==> src/rtl/mips_issuer.sv <==
// Credit-limited command issuer for a MIPS-style core: encodes commands into
// instruction words, tracks in-flight work and buffers returned results in a FIFO.
module mips_issuer #(
   parameter int CREDITS = 4
) (
   input  logic         clk,
   input  logic         rst,
   input  logic         cmd_valid,
   output logic         cmd_ready,
   input  logic [2:0]   cmd_op,
   input  logic [2:0]   cmd_rs,
   input  logic [2:0]   cmd_rt,
   input  logic [2:0]   cmd_rd,
   input  logic [4:0]   cmd_shamt,
   input  logic [15:0]  cmd_imm,
   input  logic [11:0]  cmd_osel,
   output logic         in_valid,
   output logic [31:0]  instruction,
   output logic [19:0]  output_reg,
   input  logic         out_valid,
   input  logic [31:0]  out_1,
   input  logic [31:0]  out_2,
   input  logic [31:0]  out_3,
   input  logic [31:0]  out_4,
   input  logic         instruction_fail,
   output logic         res_valid,
   input  logic         res_ready,
   output logic [127:0] res_data,
   output logic         res_fail,
   input  logic         flush,
   output logic         flush_done,
   output logic         err_unexp
);

   typedef enum logic [1:0] {IDLE, ISSUE, STALL, DRAIN} state_t;

   localparam logic [3:0] CRED4 = 4'(CREDITS);
   localparam logic [2:0] CRED3 = 3'(CREDITS);
   localparam logic [1:0] LAST_PTR = 2'(CREDITS - 1);

   state_t       state_q, state_d;
   logic [2:0]   inflight_q, inflight_d;
   logic [2:0]   fifo_cnt_q, fifo_cnt_d;
   logic [1:0]   wr_ptr_q, wr_ptr_d;
   logic [1:0]   rd_ptr_q, rd_ptr_d;
   logic [128:0] mem_q [CREDITS];
   logic         rdy_en_q;
   logic         in_valid_q, in_valid_d;
   logic [31:0]  instruction_q, instruction_d;
   logic [19:0]  output_reg_q, output_reg_d;
   logic         err_unexp_q, err_unexp_d;

   logic [31:0]  enc;
   logic [19:0]  oreg;
   logic [5:0]   funct;
   logic [4:0]   shamt_f;
   logic         credit_ok, accept, ov_ok, fifo_full, pop, push;
   logic [3:0]   sum_next;
   logic [128:0] head;

   function automatic logic [4:0] map_reg(input logic [2:0] idx);
      logic [4:0] a;
      case (idx)
         3'd0:    a = 5'b10000;
         3'd1:    a = 5'b11111;
         3'd2:    a = 5'b10111;
         3'd3:    a = 5'b01000;
         3'd4:    a = 5'b10010;
         3'd5:    a = 5'b10001;
         default: a = 5'b00000;
      endcase
      return a;
   endfunction

   function automatic logic [1:0] next_ptr(input logic [1:0] p);
      return (p == LAST_PTR) ? 2'd0 : p + 2'd1;
   endfunction

   always_comb begin
      funct = 6'b000000;
      case (cmd_op)
         3'd0:    funct = 6'b100000;
         3'd1:    funct = 6'b100100;
         3'd2:    funct = 6'b100101;
         3'd3:    funct = 6'b100111;
         3'd5:    funct = 6'b000010;
         default: funct = 6'b000000;
      endcase
      shamt_f = (cmd_op == 3'd4 || cmd_op == 3'd5) ? cmd_shamt : 5'd0;
      if (cmd_op == 3'd6) begin
         enc = {6'b001000, map_reg(cmd_rs), map_reg(cmd_rd), cmd_imm};
      end else begin
         enc = {(cmd_op == 3'd7) ? 6'b111111 : 6'b000000, map_reg(cmd_rs),
                map_reg(cmd_rt), map_reg(cmd_rd), shamt_f, funct};
      end
      oreg = {map_reg(cmd_osel[11:9]), map_reg(cmd_osel[8:6]),
              map_reg(cmd_osel[5:3]), map_reg(cmd_osel[2:0])};
   end

   // Credits cover both work in the core and results still sitting in the FIFO.
   always_comb begin
      credit_ok  = ({1'b0, inflight_q} + {1'b0, fifo_cnt_q}) < CRED4;
      cmd_ready  = rdy_en_q && (state_q != DRAIN) && !flush && credit_ok;
      accept     = cmd_valid && cmd_ready;
      ov_ok      = out_valid && (inflight_q != 3'd0);
      fifo_full  = (fifo_cnt_q == CRED3);
      res_valid  = (fifo_cnt_q != 3'd0);
      pop        = res_valid && res_ready;
      push       = ov_ok && (!fifo_full || pop);
      head       = mem_q[rd_ptr_q];
      res_data   = res_valid ? head[128:1] : 128'd0;
      res_fail   = res_valid && head[0];

      inflight_d = inflight_q + 3'(accept) - 3'(ov_ok);
      fifo_cnt_d = fifo_cnt_q + 3'(push) - 3'(pop);
      wr_ptr_d   = push ? next_ptr(wr_ptr_q) : wr_ptr_q;
      rd_ptr_d   = pop ? next_ptr(rd_ptr_q) : rd_ptr_q;
      sum_next   = {1'b0, inflight_d} + {1'b0, fifo_cnt_d};

      in_valid_d    = accept;
      instruction_d = accept ? enc : 32'd0;
      output_reg_d  = accept ? oreg : 20'd0;
      err_unexp_d   = err_unexp_q || (out_valid && (inflight_q == 3'd0));
   end

   always_comb begin
      state_d    = state_q;
      flush_done = 1'b0;
      case (state_q)
         DRAIN: begin
            if (inflight_q == 3'd0) begin
               flush_done = 1'b1;
               state_d    = (sum_next < CRED4) ? IDLE : STALL;
            end
         end
         default: begin
            if (flush) begin
               state_d = DRAIN;
            end else if (accept) begin
               state_d = ISSUE;
            end else if (sum_next >= CRED4) begin
               state_d = STALL;
            end else begin
               state_d = IDLE;
            end
         end
      endcase
   end

   always_ff @(posedge clk or posedge rst) begin
      if (rst) begin
         state_q       <= IDLE;
         inflight_q    <= 3'd0;
         fifo_cnt_q    <= 3'd0;
         wr_ptr_q      <= 2'd0;
         rd_ptr_q      <= 2'd0;
         rdy_en_q      <= 1'b0;
         in_valid_q    <= 1'b0;
         instruction_q <= 32'd0;
         output_reg_q  <= 20'd0;
         err_unexp_q   <= 1'b0;
         for (int i = 0; i < CREDITS; i++) mem_q[i] <= '0;
      end else begin
         state_q       <= state_d;
         inflight_q    <= inflight_d;
         fifo_cnt_q    <= fifo_cnt_d;
         wr_ptr_q      <= wr_ptr_d;
         rd_ptr_q      <= rd_ptr_d;
         rdy_en_q      <= 1'b1;
         in_valid_q    <= in_valid_d;
         instruction_q <= instruction_d;
         output_reg_q  <= output_reg_d;
         err_unexp_q   <= err_unexp_d;
         if (push) mem_q[wr_ptr_q] <= {out_4, out_3, out_2, out_1, instruction_fail};
      end
   end

   // A result arriving into a full FIFO would mean the credit accounting is broken.
   always @(posedge clk) begin
      assert (!(ov_ok && fifo_full && !pop));
   end

   assign in_valid    = in_valid_q;
   assign instruction = instruction_q;
   assign output_reg  = output_reg_q;
   assign err_unexp   = err_unexp_q;

endmodule

==> config.mk <==
export PLATFORM = sky130hd
export DESIGN_NAME = mips_issuer
export DESIGN_NICKNAME = d
export VERILOG_FILES = /design/src/rtl/mips_issuer.sv
export SDC_FILE = /design/constraint.sdc
export NUM_CORES = 1
export LEC_CHECK = 0
export BUFFER_PORTS_ARGS = -buffer_cell sky130_fd_sc_hd__buf_4
export CORE_MARGIN = 2
export CORE_UTILIZATION = 45
export DETAILED_ROUTE_END_ITERATION = 12
export PLACE_DENSITY = 0.65
export SLEW_MARGIN = 5
export SYNTH_ARGS = -nofsm -noshare
export SYNTH_HDL_FRONTEND = slang
export SYNTH_SLANG_ARGS = --single-unit
==> constraint.sdc <==
create_clock -name clk -period 39.9 [get_ports clk]
set_input_delay 1.995 -clock clk [delete_from_list [all_inputs] [get_ports clk]]
set_output_delay 1.995 -clock clk [all_outputs]
set_load 0.05 [all_outputs]
==> impl_metrics.ini, run 1 <==
[outcome]
status = complete, no violations

[routing]
dr_wl_met3_mm = 3.39
wl_met2_mm = 28.6
ant_nets = 0
routed.top_layer = met5
wire_per_inst_um = 20.8
post-route-drc-count = 0
via_count = 14868
drtIter0Drc = 590
wl_met1_mm = 24.7
drtPass1Iterations = 4
via_per_inst = 5.31
drt-total-wl_mm = 58.1

[global_routing]
track_usage = 0.200
antenna_found_initial = 5
grt_pass1_wl_mm = 94.5
grt_max_degree = 172
grt_overflow = 0
grt_pass1_vias = 16626

[floorplan]
die_y_um = 245
design.core.area_mm2 = 0.0575
io_pins = 366
rows = 88
dieWidth_um = 245
dieArea_mm2 = 0.0599
start_util = 0.454

[sta]
min_period_over_period = 0.141
max_clock_freq_mhz = 177
drv_slew = 0
rsz0062_at_grt = no
layout_setup_ws_ns = 34.26
setup_tns_ns = 0
relSlewSlack = 0.274
finalSetupViolCount = 0
timing.hold.ws_ns = 0.465
hold_viol = 0
tightest_slew_ns = 1.09
worst_clock_skew_ns = 0.0233
post-route-min-period_ns = 5.64

[min_path]
hold_start = err_unexp$_DFF_PP0_
worstHoldEndpoint = err_unexp$_DFF_PP0_
hold_class = flip-flop to flip-flop
holdPathStages = 1

[clocking]
clk_latency_ns = 0.62
ctsResizeCount = 0
cts_root_buf = clkbuf_16
hold_buffers = 0
clk_path_buf_depth = 3
cts_setup_buffers = 0
h-tree-depth = 2
cts.sinks = 579
clk_pin_slew_ns = 0.06
cts_made_buffers = 61
cts_tree = done

[critical_path]
crit_top_cell = buf_4
reg2reg_from = fifo_cnt_q[2]$_DFF_PP0_
critPathBufInv = 2
worstReg2RegEnd = state_q[1]$_DFFE_PP0P_
reg2regPathDepth = 12
crit_chain = buf_4 -> mux4_2 -> and2_1 -> buf_4
slowest_delay_ns = 1.10
end_kind = output pin
reg2reg_slack_ns = 35.62
start_kind = flip-flop
cp_top_family = flip-flops
critPathKind = flip-flop to output pin
worst_path_max_delay_cell = dfrtp_4
arrival_ns = 3.64
crit_fanout = 48
crit_required_ns = 37.90

[logic_synthesis]
ys_async_sr_fraction = 1.00
synthesis.nets = 1839
synth_enable_flop_cells = 0
post-synth-top-area-fraction = 0.555
synth_warnings = 0
post_synth.cell_area_avg_um2 = 15.9
syn_area_mm2 = 0.0261
post_synth_num_cell_types = 43
netlist_instances = 1644
synth_top_area_cell = dfrtp_1
synth_ff_type = dfrtp_1
synth_area_leaders = dfrtp_1 (56%), mux2_1 (19%), mux4_2 (11%)
synth_seq_area_share = 0.555
synth_seq_cells = 579

[layout]
final_cell_mix = dfrtp_1 (577), mux2_1 (440), buf_4 (383), and2_1 (130), mux4_2 (129)
utilization = 0.543
drive_gt1_frac = 0.347
synthToLayoutAreaGrowth_pct = 19.6
final_nets = 2176
fill_cells = 4762
largest_reg_flops = 516
layout_commonest_cell = dfrtp_1

[job]
cap_viol_max_count = 0

[place]
dp_slack_ns = 34.78
gp_congestion = 0.778
port_buffers = 365
hpwl_mm = 36.3
==> stage by stage <==
step / instances / cell area [µm²]
after floorplan: 1644 / 26100
after global placement: 2683 / 29100
after detailed placement: 2683 / 29100
after CTS: 2795 / 31200
after global routing: 2797 / 31200
final: 2798 / 31200
==> per-layer routing <==
metal,vias up,global-route usage
met5,-,0
met4,6,0.0563
met3,97,0.0530
met2,270,0.333
met1,7851,0.257
li1,6644,-
==> worst max path at each step <==
stage                                        from                  end  slack (ns)  cells past startpoint
final                     rd_ptr_q[0]$_DFFE_PP0P_         res_data[30]       34.26                      4
after global routing      rd_ptr_q[0]$_DFFE_PP0P_         res_data[54]       33.94                      4
after CTS                 rd_ptr_q[0]$_DFFE_PP0P_         res_data[30]       34.10                      4
after detailed placement  rd_ptr_q[0]$_DFFE_PP0P_         res_data[35]       34.78                      4
after global placement    rd_ptr_q[0]$_DFFE_PP0P_         res_data[27]       34.78                      4
after floorplan                               rst  err_unexp$_DFF_PP0_       21.71                      1
==> logic make-up after synthesis <==
kind of cell,Yosys count,synth area share
other cells,1,0.000144
buf+inv,121,0.0340
xor+xnor,15,0.00504
flops,579,0.555
fa+ha+maj,15,0.00777
mux,655,0.338
simple gates,224,0.0513
compound gates,34,0.00830
==> cell usage after synthesis, types with 3 or more instances <==
master / n
a211oi_1: 7
a21oi_1: 11
a22oi_1: 5
and2_1: 130
and3_1: 8
buf_1: 3
buf_2: 25
buf_4: 8
buf_6: 45
buf_8: 3
clkbuf_1: 26
dfrtp_1: 579
ha_1: 13
inv_1: 11
mux2_1: 440
mux2_2: 80
mux2i_1: 6
mux4_2: 129
nand2_1: 8
nand2b_1: 9
nand3_2: 4
nand3b_1: 4
nor2_1: 30
nor2b_1: 9
nor3_1: 6
nor3b_1: 6
o21ai_0: 6
xnor2_1: 9
xor2_1: 6
==> final cells by class <==
class / instances / area [µm²] / area share
tap: 765 / 957 / 0.0307
antenna: 3 / 7.51 / 0.000241
clock buffer: 84 / 1740 / 0.0558
timing repair buffer: 384 / 2900 / 0.0928
multi-input combinational: 944 / 10700 / 0.344
clock inverter: 28 / 313 / 0.0100
inverter: 11 / 48.8 / 0.00156
sequential: 579 / 14500 / 0.464
Power of run 1 is left out: the tool's default activity adds up to more than one toggle a clock period on the data nets, which glitch-free logic cannot reach.
==> run 2: changes to the inputs <==
--- a/config.mk
+++ b/config.mk
@@ -5,6 +5,7 @@
 export SDC_FILE = /design/constraint.sdc
 export NUM_CORES = 1
 export LEC_CHECK = 0
+export ABC_AREA = 1
 export BUFFER_PORTS_ARGS = -buffer_cell sky130_fd_sc_hd__buf_4
 export CORE_MARGIN = 2
 export CORE_UTILIZATION = 45
==> constraint.sdc (replaced) <==
create_clock -name clk -period 5.2 [get_ports clk]
set_input_delay 0.26 -clock clk [delete_from_list [all_inputs] [get_ports clk]]
set_output_delay 0.26 -clock clk [all_outputs]
set_load 0.05 [all_outputs]
==> run 2 against run 1 <==
Via count up 52%. Wire length increased by 25%. Sequential share of layout area decreased by 1.9 points. Largest cell class unchanged. Highest routed layer is now met4. Critical path type unchanged. Global-route usage up 4.5 points. Register-to-register slack worse by 34 ns. Non-clock buffer count is 197 higher. Die area is 0.82% lower. Synthesized cell count grew 89%. Area after synthesis fell by 0.83%. Setup slack got worse by 33 ns.
==> impl_metrics.ini, run 2 <==
[critical_path]
reg2reg_slack_ns = 2.10
crit_fanout = 72
crit_path_end = res_data[56]
crit_required_ns = 4.94
crit_chain = buf_4 -> nor2_1 -> nor2_1 -> o21ai_0 -> a21oi_1 -> buf_4
start_kind = flip-flop
cp-startpoint = rd_ptr_q[0]$_DFFE_PP0P_
cp_top_family = buffers and inverters
path_depth = 6
reg2regPathDepth = 15
reg2reg_from = fifo_cnt_q[2]$_DFF_PP0_
critPathBufInv = 2
end_kind = output pin
worst_path_max_delay_cell = dfrtp_4
worstReg2RegEnd = state_q[1]$_DFFE_PP0P_
arrival_ns = 3.43
critPathKind = flip-flop to output pin
slowest_delay_ns = 0.98

[clocking]
h-tree-depth = 2
cts_made_buffers = 60
ctsResizeCount = 0
cts_root_buf = clkbuf_16
cts_tree = done
clk_path_buf_depth = 3
clk_pin_slew_ns = 0.06
clk_latency_ns = 0.61
cts.sinks = 579
cts_setup_buffers = 0

[logic_synthesis]
synthesis.nets = 3305
netlist_instances = 3110
synth_area_leaders = dfrtp_1 (56%), nand2_1 (8.3%), nor2_1 (8.3%)
synth_seq_cells = 579
synth_top_area_cell = dfrtp_1
post-synth-top-area-fraction = 0.560
post_synth.cell_area_avg_um2 = 8.32
syn_area_mm2 = 0.0259
post_synth_num_cell_types = 30
ys_async_sr_fraction = 1.00
synth_warnings = 0
synth_seq_area_share = 0.560
post-synth-top-count-cell = dfrtp_1
synth_ff_type = dfrtp_1
synth_enable_flop_cells = 0
synthTopCellsByCount = dfrtp_1 (579), nand2_1 (574), nor2_1 (569)

[job]
cap_viol_max_count = 0

[sta]
max_clock_freq_mhz = 271
layout_setup_ws_ns = 1.51
worst_clock_skew_ns = 0.0173
drv_slew = 0
tightest_slew_ns = 1.06
rsz0062_at_grt = no
relSlewSlack = 0.291
post-route-min-period_ns = 3.69
hold_viol = 0
finalSetupViolCount = 0
min_period_over_period = 0.710

[place]
dp_slack_ns = 2.11
port_buffers = 365
gp_congestion = 0.835
hpwl_mm = 41.4

[layout]
largest_reg_flops = 516
synthToLayoutAreaGrowth_pct = 25.8
drive_gt1_frac = 0.140
final_cell_mix = dfrtp_1 (577), nand2_1 (574), nor2_1 (568), o21ai_1 (403), o21ai_0 (382)
multi_input_area_mm2 = 0.00949
layout_commonest_cell = dfrtp_1
fill_cells = 5045
final_nets = 3727
utilization = 0.575
seq_area_mm2 = 0.0145

[outcome]
status = complete, no violations

[routing]
ant_nets = 0
via_count = 22582
wire_per_inst_um = 16.8
drtIter0Drc = 1860
drt-total-wl_mm = 72.8
drtPass1Iterations = 5
post-route-drc-count = 0
via_per_inst = 5.20

[min_path]
hold_class = input pin to flip-flop

[floorplan]
io_pins = 366
dieWidth_um = 244
dieArea_mm2 = 0.0594
die_y_um = 244
rows = 87
start_util = 0.457
design.core.area_mm2 = 0.0566

[global_routing]
grt_pass1_vias = 22609
grt_pass1_wl_mm = 119
grt_overflow = 0
antenna_found_initial = 2
grt_max_degree = 176
track_usage = 0.245

[power_and_ir_drop]
vdd_drop_max_mv = 0.541
power.leakage_nw = 15.9
power_per_cell_area_mw_per_mm2 = 734
run 2: changes by cell type after synthesis, sizes merged, moves of 51 or more:
cell and delta:
a21oi +136, mux4 -129, o21ai +779, and2 -131, buf +60, mux2 -520, nor2 +540, clkbuf +51
nand2 +566, inv +164
run 2: per-layer routing:
layer	track usage	share of wire	vias up
li1	-	-	10918
met1	0.333	0.44	10819
met2	0.391	0.46	730
met3	0.0568	0.074	115
met4	0.0742	0.028	0
met5	0	0	-
run 2: per-stage QoR:
| stage | area [µm²] | hold slack, ns | cells | total power [W] | TNS (ns) |
|---|---|---|---|---|---|
| after floorplan | 25900 | 0.330 | 3110 | 0.0161 | -1707.75 |
| after global placement | 28700 | 0.437 | 4033 | 0.0193 | 0 |
| after detailed placement | 28700 | 0.440 | 4033 | 0.0196 | 0 |
| after CTS | 32500 | 0.0235 | 4335 | 0.0240 | 0 |
| after global routing | 32500 | 0.0696 | 4337 | 0.0255 | 0 |
| final | 32500 | 0.0759 | 4339 | 0.0239 | 0 |
run 2: worst min-delay path by stage:
stage                      start                        end  depth (start not counted)
finish                 cmd_rd[0]  instruction[19]$_DFF_PP0_                          5
global route               flush     state_q[1]$_DFFE_PP0P_                          5
CTS                    cmd_rd[0]  instruction[14]$_DFF_PP0_                          5
detailed placement   cmd_osel[8]   output_reg[13]$_DFF_PP0_                          2
global placement     cmd_osel[8]   output_reg[13]$_DFF_PP0_                          2
floorplan           cmd_osel[11]   output_reg[18]$_DFF_PP0_                          1
run 2: worst min-delay path, delay by kind of cell:
family                 cells  cell delay, ns
buffers and inverters      1            0.12
AOI/OAI and AO/OA          1            0.07
and+or+nand+nor            3            0.20
run 2: area by class of cell:
cell class              count  area share
flip-flops and latches    579       0.445
diodes                      4    0.000308
multi-input cells        2135       0.292
clock inverters            21     0.00477
inverters                 175      0.0205
well taps                 756      0.0291
clock buffers              88      0.0549
repair buffers            581       0.153
run 2: power by group:
group / internal (W) / total (W) / leakage, nW / switching, W
registers: 0.00641 / 0.00756 / 7.32 / 0.00116
logic: 0.00365 / 0.0121 / 7.62 / 0.00844
clock network: 0.00246 / 0.00423 / 0.982 / 0.00177
total: 0.0125 / 0.0239 / 15.9 / 0.0114
run 2: cell families after synthesis:
logic type      count (synthesis)  synth area share
simple gates                 1179             0.174
compound gates                936             0.182
flops                         579             0.560
buf+inv                       396            0.0747
fa+ha+maj                      15           0.00783
xor+xnor                        4           0.00135
other cells                     1          0.000145
run 2: what timing repair did:
action	in CTS	in global routing
hold buffers	193	0
setup endpoints to repair	0	0
hold endpoints to repair	659	0
Power figures use the tool's default switching activity.
